$ cat config.mk
export PLATFORM = sky130hd
export DESIGN_NAME = alu_seq_unit
export DESIGN_NICKNAME = d
export VERILOG_FILES = /design/src/rtl/alu_seq_unit.sv
export SDC_FILE = /design/constraint.sdc
export NUM_CORES = 1
export LEC_CHECK = 0
export ABC_AREA = 1
export CAP_MARGIN = 20
export CORE_UTILIZATION = 61
export DETAILED_ROUTE_END_ITERATION = 12
export PLACE_DENSITY = 0.9
export SLEW_MARGIN = 20
export SYNTH_ARGS = -nofsm -noshare
export SYNTH_HDL_FRONTEND = slang
export SYNTH_SLANG_ARGS = --single-unit
$ cat constraint.sdc
create_clock -name clk -period 3.1 [get_ports clk]
set_input_delay 0.93 -clock clk [delete_from_list [all_inputs] [get_ports clk]]
set_output_delay 0.93 -clock clk [all_outputs]
set_load 0.02 [all_outputs]
$ cat src/rtl/alu_seq_unit.sv
// rtl/alu_seq_unit.sv - decoded ALU with iterative shifter behind a valid/ready handshake
//
// Purpose:
//    Decodes aluop plus instruction bits {30,14,13,12} into an ALU command,
//    executes it on XLEN-bit operands and holds a registered result until the
//    consumer takes it. Shifts run SHIFT_STEP bits per cycle instead of using
//    a full barrel shifter.
//
// Ports:
//    clk        rising-edge clock
//    rst        asynchronous, active-low reset
//    in_valid   operation offered            in_ready   operation accepted this cycle
//    aluop      00 ADD, 01 SUB, 10 R-type, 11 I-type
//    funct      {instr[30], instr[14:12]}
//    op_a       first operand                op_b       second operand / shamt
//    out_valid  result available             out_ready  consumer takes result
//    result     registered result            alucmd     command of the held result
//    illegal    unsupported decode (executed as ADD)

module alu_seq_unit #(
   parameter int XLEN       = 32,
   parameter int SHIFT_STEP = 1
) (
   input  logic            clk,
   input  logic            rst,
   input  logic            in_valid,
   output logic            in_ready,
   input  logic [1:0]      aluop,
   input  logic [3:0]      funct,
   input  logic [XLEN-1:0] op_a,
   input  logic [XLEN-1:0] op_b,
   output logic            out_valid,
   input  logic            out_ready,
   output logic [XLEN-1:0] result,
   output logic [3:0]      alucmd,
   output logic            illegal
);

   localparam int CW = $clog2(XLEN);
   // One extra bit so a step of XLEN bits is representable.
   localparam logic [CW:0] STEP = (CW+1)'(SHIFT_STEP);

   localparam logic [3:0] CMD_AND  = 4'b0000;
   localparam logic [3:0] CMD_OR   = 4'b0001;
   localparam logic [3:0] CMD_ADD  = 4'b0010;
   localparam logic [3:0] CMD_XOR  = 4'b0011;
   localparam logic [3:0] CMD_SLL  = 4'b0100;
   localparam logic [3:0] CMD_SRL  = 4'b0101;
   localparam logic [3:0] CMD_SUB  = 4'b0110;
   localparam logic [3:0] CMD_SRA  = 4'b0111;
   localparam logic [3:0] CMD_SLT  = 4'b1000;
   localparam logic [3:0] CMD_SLTU = 4'b1001;

   typedef enum logic [1:0] {
      IDLE  = 2'd0,
      SHIFT = 2'd1,
      DONE  = 2'd2
   } state_t;

   state_t          state;
   state_t          state_nx;
   logic [CW:0]     count;
   logic [CW:0]     shamt;
   logic [CW:0]     step;
   logic            accept;
   logic [3:0]      dec_cmd;
   logic            dec_ill;
   logic            dec_shift;
   logic [XLEN-1:0] dec_res;
   logic [XLEN-1:0] shifted;

   assign shamt = {1'b0, op_b[CW-1:0]};

   // Command decode.
   always_comb begin
      dec_cmd = CMD_ADD;
      dec_ill = 1'b0;
      if (aluop == 2'b00) begin
         dec_cmd = CMD_ADD;
      end else if (aluop == 2'b01) begin
         dec_cmd = CMD_SUB;
      end else begin
         case (funct[2:0])
            3'b000:  dec_cmd = (aluop == 2'b10 && funct[3]) ? CMD_SUB : CMD_ADD;
            3'b001:  dec_cmd = CMD_SLL;
            3'b010:  dec_cmd = CMD_SLT;
            3'b011:  dec_cmd = CMD_SLTU;
            3'b100:  dec_cmd = CMD_XOR;
            3'b101:  dec_cmd = funct[3] ? CMD_SRA : CMD_SRL;
            3'b110:  dec_cmd = CMD_OR;
            default: dec_cmd = CMD_AND;
         endcase
         // instr[30] only has meaning for SRA, and for SUB in R-type.
         dec_ill = funct[3] && (funct[2:0] != 3'b101) &&
                   !(aluop == 2'b10 && funct[2:0] == 3'b000);
         if (dec_ill) begin
            dec_cmd = CMD_ADD;
         end
      end
   end

   assign dec_shift = (dec_cmd == CMD_SLL) || (dec_cmd == CMD_SRL) || (dec_cmd == CMD_SRA);

   // Single-cycle results; shifts start from op_a, which is also the
   // final answer when shamt is zero.
   always_comb begin
      dec_res = op_a + op_b;
      case (dec_cmd)
         CMD_AND:  dec_res = op_a & op_b;
         CMD_OR:   dec_res = op_a | op_b;
         CMD_XOR:  dec_res = op_a ^ op_b;
         CMD_SUB:  dec_res = op_a - op_b;
         CMD_SLT:  dec_res = {{(XLEN-1){1'b0}}, $signed(op_a) < $signed(op_b)};
         CMD_SLTU: dec_res = {{(XLEN-1){1'b0}}, op_a < op_b};
         CMD_SLL, CMD_SRL, CMD_SRA: dec_res = op_a;
         default:  dec_res = op_a + op_b;
      endcase
   end

   // Partial shifter: at most SHIFT_STEP positions per cycle.
   always_comb begin
      step = (count > STEP) ? STEP : count;
      case (alucmd)
         CMD_SLL: shifted = result << step;
         CMD_SRA: shifted = $signed(result) >>> step;
         default: shifted = result >> step;
      endcase
   end

   always_ff @(posedge clk or negedge rst) begin
      if (!rst) begin
         state <= IDLE;
      end else begin
         state <= state_nx;
      end
   end

   always_comb begin
      state_nx  = state;
      in_ready  = 1'b0;
      out_valid = 1'b0;
      case (state)
         IDLE: begin
            in_ready = 1'b1;
         end
         SHIFT: begin
            if (count <= STEP) begin
               state_nx = DONE;
            end
         end
         DONE: begin
            out_valid = 1'b1;
            in_ready  = out_ready;
            if (out_ready && !in_valid) begin
               state_nx = IDLE;
            end
         end
         default: begin
            state_nx = IDLE;
         end
      endcase
      if (in_valid && in_ready) begin
         state_nx = (dec_shift && shamt != '0) ? SHIFT : DONE;
      end
   end

   assign accept = in_valid && in_ready;

   // The result register doubles as the shift working register; out_valid
   // stays low until the last step has landed.
   always_ff @(posedge clk or negedge rst) begin
      if (!rst) begin
         result  <= '0;
         alucmd  <= CMD_AND;
         illegal <= 1'b0;
         count   <= '0;
      end else if (accept) begin
         result  <= dec_res;
         alucmd  <= dec_cmd;
         illegal <= dec_ill;
         count   <= dec_shift ? shamt : '0;
      end else if (state == SHIFT) begin
         result  <= shifted;
         count   <= count - step;
      end
   end

endmodule

==> impl_metrics.yaml, run 1 <==
logic_synthesis:
  syn_area_per_cell_sq_um: 5.338
  synth_edf_count: 0
  synthesis.area_sq_um: 9742
  synthArstFlopShare: 1.000
  yosys_register_bits: 45
  yosys_warnings: 0
  syn_nets: 1998
  synth.largest_area_cell: "nand2_1"
  synthTopCellsByArea: "nand2_1 (22%), inv_1 (14%), ha_1 (12%), dfrtp_1 (12%), nor2_1 (7.4%)"
  synth.distinct_cells: 46
  ys_seq_area_frac: 0.1156
  yosysTopAreaCellShare: 0.2154
  ys.flop_type: "dfrtp_1"
  synth_cells: 1825
floorplanning:
  die_height_um: 128.4
  rows: 45
  floorplan.initialDensity: 0.6338
  die_x_um: 128.4
  ioPinCount: 113
status:
  stop_stage: "global routing (5_1_grt)"
  error_line: "[ERROR GRT-0232] Routing congestion too high. Check the congestion heatmap in the GUI."
  status: "aborted with a tool error"
clock_tree:
  clockBufferDepth: 2
  cts-buffers-inserted: 5
  ctsHoldBuffers: 0
  root_buffer: "clkbuf_16"
  cts.sinks: 45
  htree_levels: 2
global_route:
  grt_max_degree: 29
  overflow: 116
  grt_usage: 0.7964
placement:
  gp_congestion: 1.196
  placed_area_sq_um: 13070
  placed_cells: 2374
  io_buffer_count: 112
  dpl.hpwl_um: 32290
sta:
  crit_endpoint: "result[29]$_DFFE_PN0P_/D"
  worst-ep-kind: "sequential cell input"
==> cells by family after synthesis <==
| logic type | count (synthesis) | synth area share |
|---|---|---|
| fa+ha+maj | 99 | 0.1287 |
| simple gates | 966 | 0.4163 |
| compound gates | 252 | 0.1436 |
| xor+xnor | 21 | 0.01888 |
| buf+inv | 442 | 0.1770 |
| flops | 45 | 0.1156 |
==> cells in the mapped netlist, drive strengths merged, types with 20 or more instances <==
cell    number
dfrtp       45
nor2       199
nor3        22
o22ai       21
o21ai       83
a21oi      109
nand2      565
nand3      138
nand4       34
inv        380
ha          97
xor2        20
clkbuf      42
==> stage by stage <==
step           hold slack, ns  setup TNS, ns    util  setup slack (ns)
4_1_cts                0.5102              0  0.8755         0.0001588
2_1_floorplan          0.4733              0       -            0.4894
3_3_place_gp           0.4718         -5.552  0.8505           -0.5131
3_5_place_dp           0.4995         -7.940  0.8505           -0.5697
==> routing by layer <==
layer  GRT usage  GRT overflow
met2      0.9644            75
met4      0.8484            39
met5      0.3235             1
met3      0.6391             0
met1      0.7799             1
==> repair_timing <==
item                                    4_1_cts
buffers inserted                              1
endpoints found under the setup margin       15
gates resized for setup                      42
pin swaps                                     4
cloned                                        0
==> inputs of run 2 (changes only) <==
CORE_UTILIZATION = 40   (was 61)
PLACE_DENSITY = not set   (was 0.9)
PLACE_DENSITY_LB_ADDON = 0.15   (was not set)
==> run 2 against run 1 <==
Net effect: the flow now finishes without violations; area after synthesis unchanged; synthesized cell count unchanged.
==> impl_metrics.yaml, run 2 <==
cells_and_area:
  biggestRegsByFlops: "result: 32 flops, count: 6 flops, alucmd: 4 flops"
  final_cell_mix: "nand2_1 (502), buf_4 (372), inv_1 (326)"
  final_nets: 2447
  syn2layout_area_growth_pct: 56.16
  top_register: "result"
  final_cells: 2595
  layout_commonest_cell: "nand2_1"
  drive_gt1_frac: 0.2936
  largest_reg_flops: 32
logic_synthesis:
  synth_most_common_cell: "nand2_1"
  yosys_warnings: 0
  synthArstFlopShare: 1.000
  synth_cells: 1825
  synth.largest_area_cell: "nand2_1"
  synth.distinct_cells: 46
  ys_seq_area_frac: 0.1156
  syn_area_per_cell_sq_um: 5.338
  synthesis.area_sq_um: 9742
  synthTopCellsByCount: "nand2_1 (559), inv_1 (373), nor2_1 (193), nand3_1 (134), a21oi_1 (106)"
  yosysTopAreaCellShare: 0.2154
  synth_edf_count: 0
  yosys_register_bits: 45
  ys.flop_type: "dfrtp_1"
  synthTopCellsByArea: "nand2_1 (22%), inv_1 (14%), ha_1 (12%), dfrtp_1 (12%), nor2_1 (7.4%)"
  syn_nets: 1998
clock_tree:
  htree_levels: 2
  clkTransAtPathRegs_ns: 0.07
  ctsHoldBuffers: 0
  clk_latency_ns: 0.29
  root_buffer: "clkbuf_16"
  clockBufferDepth: 2
  cts-buffers-inserted: 5
  cts.sinks: 45
  cts_tree: "built"
sta:
  setup_viol: 0
  period_share: 0.9875
  hold_viol: 0
  final_max_slew_viol_count: 0
  rsz0062_at_grt: "yes"
  worstMarginPinSlew_ns: 0.7067
  max_freq_mhz: 326.7
  skew_ns: 0.002136
  period_needed_ns: 3.061
  relSlewSlack: 0.5284
floorplanning:
  die_height_um: 158.1
  ioPinCount: 113
  rows: 56
  die_area_sq_um: 24980
  die_x_um: 158.1
  floorplan.initialDensity: 0.4113
  core_sq_um: 23680
placement:
  dpl.hpwl_um: 36770
  io_buffer_count: 112
  placed_cells: 2570
  gp_congestion: 1.045
global_route:
  grt_max_degree: 46
  grt_pass1_vias: 11920
  grt_pass1_wl_um: 65380
  grt_usage: 0.3491
  antenna_found_initial: 0
  overflow: 0
power:
  peakVddDrop_v: 0.0004582
  cellPowerDensity_nw_per_um2: 351.2
  power_leakage_nw: 8.468
  p_total_mw: 5.342
critical_path:
  crit_arrival_ns: 3.25
  worstSetupPathType: "in -> reg"
  endpoint_kind: "flip-flop"
  critPathMaxFanout: 6
  cp-start-kind: "primary input"
  reg2regPathDepth: 9
  crit_required_ns: 3.28
drt:
  m1WireLength_um: 19750
  wl_um: 43880
  viasPerCell: 5.070
  dr.first_iter.drc_count: 1271
  vias: 13160
  wl_met3_um: 2929
  wire_per_inst_um: 16.91
  highest_layer: "met4"
  detail_route.drc_violations: 0
  wl_met2_um: 20280
  drtPass1Iterations: 5
  ant_nets: 0
status:
  status: "finished, final reports clean"
worst_hold_path:
  hold_path_class: "reg -> reg"
  min_delay_path_depth: 2
run:
  cap_viol_max_count: 0
-- run 2: cells by family (layout without fill, tap and decap cells) --
logic type      Yosys count  count (layout)  share of synthesized area
fa+ha+maj                99              99                     0.1287
simple gates            966             966                     0.4163
flops                    45              45                     0.1156
other cells               0               1                          0
xor+xnor                 21              21                    0.01888
buf+inv                 442             892                     0.1770
compound gates          252             252                     0.1436
-- run 2: per-stage QoR --
stage	TNS [ns]	area [sq um]	hold WS, ns	setup WS (ns)	utilization
2_1_floorplan	0	9742	0.4733	0.4894	-
3_3_place_gp	-11.77	13870	0.4626	-0.6066	0.5856
3_5_place_dp	-12.29	13870	0.4752	-0.6279	0.5856
4_1_cts	-0.002545	14320	0.4901	-0.002545	0.6048
5_1_grt	-0.06794	15210	0.5134	-0.02067	0.6423
6_report	0	15210	0.4845	0.03882	0.6424
-- run 2: worst paths after layout --
check                         start    endpoint  slack (ns)
max reg2reg                count[2]   result[1]        0.80
max                         op_b[2]   result[7]        0.04
min in group asynchronous       rst    count[5]        0.72
min reg2reg                 illegal     illegal        0.48
min                         illegal     illegal        0.48
max in group asynchronous       rst  result[25]        1.98
-- run 2: layer usage --
metal	vias up	GRT usage
met2	520	0.5960
met3	52	0.02737
li1	6555	-
met1	6030	0.4761
met4	0	0.07555
met5	-	0
-- run 2: timing repair --
item	in CTS	in global routing
resized for setup	84	239
endpoints found under the hold margin	0	0
buffers inserted	0	16
setup endpoints to repair	25	32
pin swaps	9	70
-- run 2: power breakdown --
group / total [mW] / switching (mW) / internal (mW)
Sequential: 0.950 / 0.157 / 0.793
Combinational: 3.85 / 2.23 / 1.62
Clock: 0.541 / 0.241 / 0.300
-- run 2: critical path, cell delays in order --
cell             delay [ns]
clkdlybuf4s50_1        0.47
inv_1                  0.08
ha_4                   0.30
nor2_1                 0.04
buf_4                  0.14
nand2_1                0.05
nand3_1                0.15
nand2_1                0.12
nand2_2                0.11
buf_4                  0.16
xor2_1                 0.13
a21oi_1                0.17
nand4_1                0.19
nand2_2                0.14
nand2_1                0.05
-- run 2: layout make-up --
| cell class | instances | area [sq um] |
|---|---|---|
| Antenna cell | 1 | 2.502 |
| Clock buffer | 5 | 125.1 |
| Clock inverter | 3 | 21.27 |
| Fill cell | 2344 | 8469 |
| Inverter | 384 | 1448 |
| Multi-Input combinational cell | 1338 | 7853 |
| Sequential cell | 45 | 1126 |
| Tap cell | 319 | 399.1 |
| Timing Repair Buffer | 500 | 4239 |
Power figures use the tool's default switching activity.
==> inputs of run 3 (changes only) <==
--- a/config.mk
+++ b/config.mk
@@ -7,3 +7,2 @@
 export LEC_CHECK = 0
-export ABC_AREA = 1
 export CAP_MARGIN = 20
@@ -12,2 +11,3 @@
 export PLACE_DENSITY_LB_ADDON = 0.15
+export RECOVER_POWER = 50
 export SLEW_MARGIN = 20
--- a/constraint.sdc
+++ b/constraint.sdc
@@ -3,2 +3,2 @@
 set_output_delay 0.93 -clock clk [all_outputs]
-set_load 0.02 [all_outputs]
+set_load 0.01 [all_outputs]
==> run 3 against run 2 <==
Net effect: the run now ends with setup timing left; worst hold slack got worse by 0.013 ns; core utilization rose by 5.4 points; combinational power fell by 31%; fmax fell by 16%; design area fell by 14%; die area fell by 21%; sequential power fell by 4.7%; count of clock-buffer cells in the layout did not move; area after synthesis fell by 22%; global-route usage fell by 1.0 points; power fell by 22%; critical endpoint is now result[0]; largest cell class unchanged.
==> impl_metrics.yaml, run 3 <==
status:
  status: "finished, violations left"
  violations: "setup timing"
logic_synthesis:
  syn_nets: 1265
  ys.flop_type: "dfrtp_1"
  synth.distinct_cells: 79
  synthTopCellsByCount: "a21oi_1 (133), nand2_1 (124), inv_1 (99), ha_1 (97), nor2_1 (76)"
  yosys_register_bits: 45
  synthArstFlopShare: 1.000
  yosysTopAreaCellShare: 0.1588
  syn_area_per_cell_sq_um: 6.997
  synthesis.area_sq_um: 7641
  ys_seq_area_frac: 0.1474
  synthTopCellsByArea: "ha_1 (16%), dfrtp_1 (15%), a21oi_1 (8.7%), nand2_1 (6.1%), inv_1 (4.9%)"
  synth.largest_area_cell: "ha_1"
  yosys_warnings: 0
  synth_cells: 1092
  synth_most_common_cell: "a21oi_1"
  synth_edf_count: 0
sta:
  hold_slack_ns: 0.4718
  max_freq_mhz: 273.3
  fin_tns_setup_ns: -6.136
  setup_viol: 21
  worstMarginPinSlew_ns: 1.374
  setup_slack_ns: -0.5590
  final_max_slew_viol_count: 0
  period_needed_ns: 3.659
  relSlewSlack: 0.08425
  hold_viol: 0
  rsz0062_at_grt: "yes"
  period_share: 1.180
  skew_ns: 0.007722
global_route:
  grt_pass1_vias: 10050
  antenna_found_initial: 0
  overflow: 0
  grt_usage: 0.3391
  grt_max_degree: 46
  grt_pass1_wl_um: 52790
cells_and_area:
  final_nets: 1684
  largest_reg_flops: 32
  num-fill-cells: 1548
  syn2layout_area_growth_pct: 70.41
  layout_commonest_cell: "buf_4"
  diodes: 0
  biggestRegsByFlops: "result: 32 flops, count: 6 flops, alucmd: 4 flops"
  utilization: 0.6961
  drive_gt1_frac: 0.3909
  final_cell_mix: "buf_4 (343), nand2_1 (119), a21oi_1 (105)"
  top_register: "result"
power:
  p_total_mw: 4.169
  peakVddDrop_v: 0.0002086
  power_leakage_nw: 6.073
  cellPowerDensity_nw_per_um2: 320.2
critical_path:
  crit_start: "op_a[0]"
  crit_end: "result[0]"
  critPathMaxFanout: 3
  reg2regPathDepth: 9
  critical-path-max-stage-delay_ns: 0.55
  crit_required_ns: 3.31
  path_depth: 15
  crit_family: "compound AO/OA/AOI/OAI gates"
  endpoint_kind: "flip-flop"
  rr_startpoint: "count[2]"
  worstPathCellList: "buf_12 > inv_12 > ha_4 > inv_2 > fa_2 > nor2b_4 > o311a_1 > or4b_4 > a211oi_4 > buf_4 > o31ai_4 > a41o_1 > o21ai_1 > a21oi_1 > o221ai_1"
  worst-path-buf-inv: 4
  reg2reg_slack_ns: 0.14
  cp-start-kind: "primary input"
  worstSetupPathType: "in -> reg"
  crit_arrival_ns: 3.87
  rr_endpoint: "result[16]"
  worst_path_max_delay_cell: "or4b_4"
clock_tree:
  clk_latency_ns: 0.30
  cts.sinks: 45
  cts_tree: "built"
  cts-buffers-inserted: 5
  clkTransAtPathRegs_ns: 0.07
  htree_levels: 2
  clockBufferDepth: 2
  root_buffer: "clkbuf_16"
floorplanning:
  rows: 50
  die_area_sq_um: 19660
  die_height_um: 140.2
  die_x_um: 140.2
  floorplan.initialDensity: 0.4085
  core_sq_um: 18710
  ioPinCount: 113
drt:
  detail_route.drc_violations: 0
  drtPass1Iterations: 6
  dr.first_iter.drc_count: 943
  wl_um: 34300
  ant_nets: 0
  vias: 10470
  viasPerCell: 5.997
  wire_per_inst_um: 19.64
placement:
  io_buffer_count: 112
  dpl.hpwl_um: 25720
  gp_congestion: 0.9645
worst_hold_path:
  hold_path_class: "reg -> reg"
run:
  cap_viol_max_count: 0
## run 3: changes by cell type after synthesis, sizes merged, moves of 24 or more
cell	previous run	this run
a22oi	1	27
inv	380	99
nand2	565	124
nor2	199	77
nand3	138	23
a21oi	109	133
nand4	34	8
## run 3: report_power, final
group	total [mW]	internal, mW	switching, mW
clock network	0.589	0.302	0.287
logic	2.67	1.36	1.32
registers	0.905	0.715	0.190
total	4.17	2.38	1.79
## run 3: layer usage
metal,vias up,GRT usage,routed length [um]
li1,4831,-,-
met1,5000,0.4492,14880
met2,545,0.5592,15730
met3,95,0.04718,2558
met4,0,0.1243,1133
met5,-,0,0
## run 3: per-stage QoR
step / std cells / worst slack (ns) / instance area (sq um)
after floorplan: 1092 / -0.5546 / 7729
after global placement: 1699 / -1.324 / 11440
after detailed placement: 1699 / -1.374 / 11440
after CTS: 1723 / -0.5166 / 12440
after global routing: 1746 / -0.6761 / 13020
final: 1746 / -0.5590 / 13020
## run 3: worst register-to-register path, delay by kind of cell, from the launching register on
family                 cells  cell delay (ns)
AND/OR/NAND/NOR            3             1.26
buffers and inverters      1             0.31
AO/OA/AOI/OAI              5             0.89
flip-flops                 1             0.42
## run 3: timing repair
| item | in CTS | in global routing |
|---|---|---|
| resized for setup | 184 | 139 |
| setup endpoints to repair | 29 | 26 |
| hold buffers | 0 | 0 |
| pin swaps | 65 | 43 |
| buffers inserted | 17 | 23 |
## run 3: area by class of cell
type                       instances  area [sq um]  share of cell area
clock inverter                     3         21.27            0.001634
timing repair buffer             484          4135              0.3176
inverter                          99         406.6             0.03123
sequential                        45          1126             0.08648
multi-input combinational        876          6914              0.5310
tap                              234         292.8             0.02248
clock buffer                       5         125.1            0.009609
## run 3: cell families (layout without fill, tap and decap cells)
logic type,Yosys count,after routing,share of synthesized area
adders and majority gates,99,99,0.1641
DFF,45,45,0.1474
AOI/OAI and AO/OA,416,416,0.3611
xor gates and xnor gates,20,20,0.02292
and+or+nand+nor,332,332,0.2063
muxes,9,9,0.01212
buffers and inverters,171,591,0.08613
## run 3: worst min path at each step
stage | start | to | slack, ns | cells after the start
after global routing | illegal | illegal | 0.52 | 2
after global placement | illegal | illegal | 0.47 | 2
final | illegal | illegal | 0.47 | 2
after CTS | illegal | illegal | 0.48 | 2
after detailed placement | illegal | illegal | 0.47 | 2
after floorplan | count[5] | count[5] | 0.51 | 1
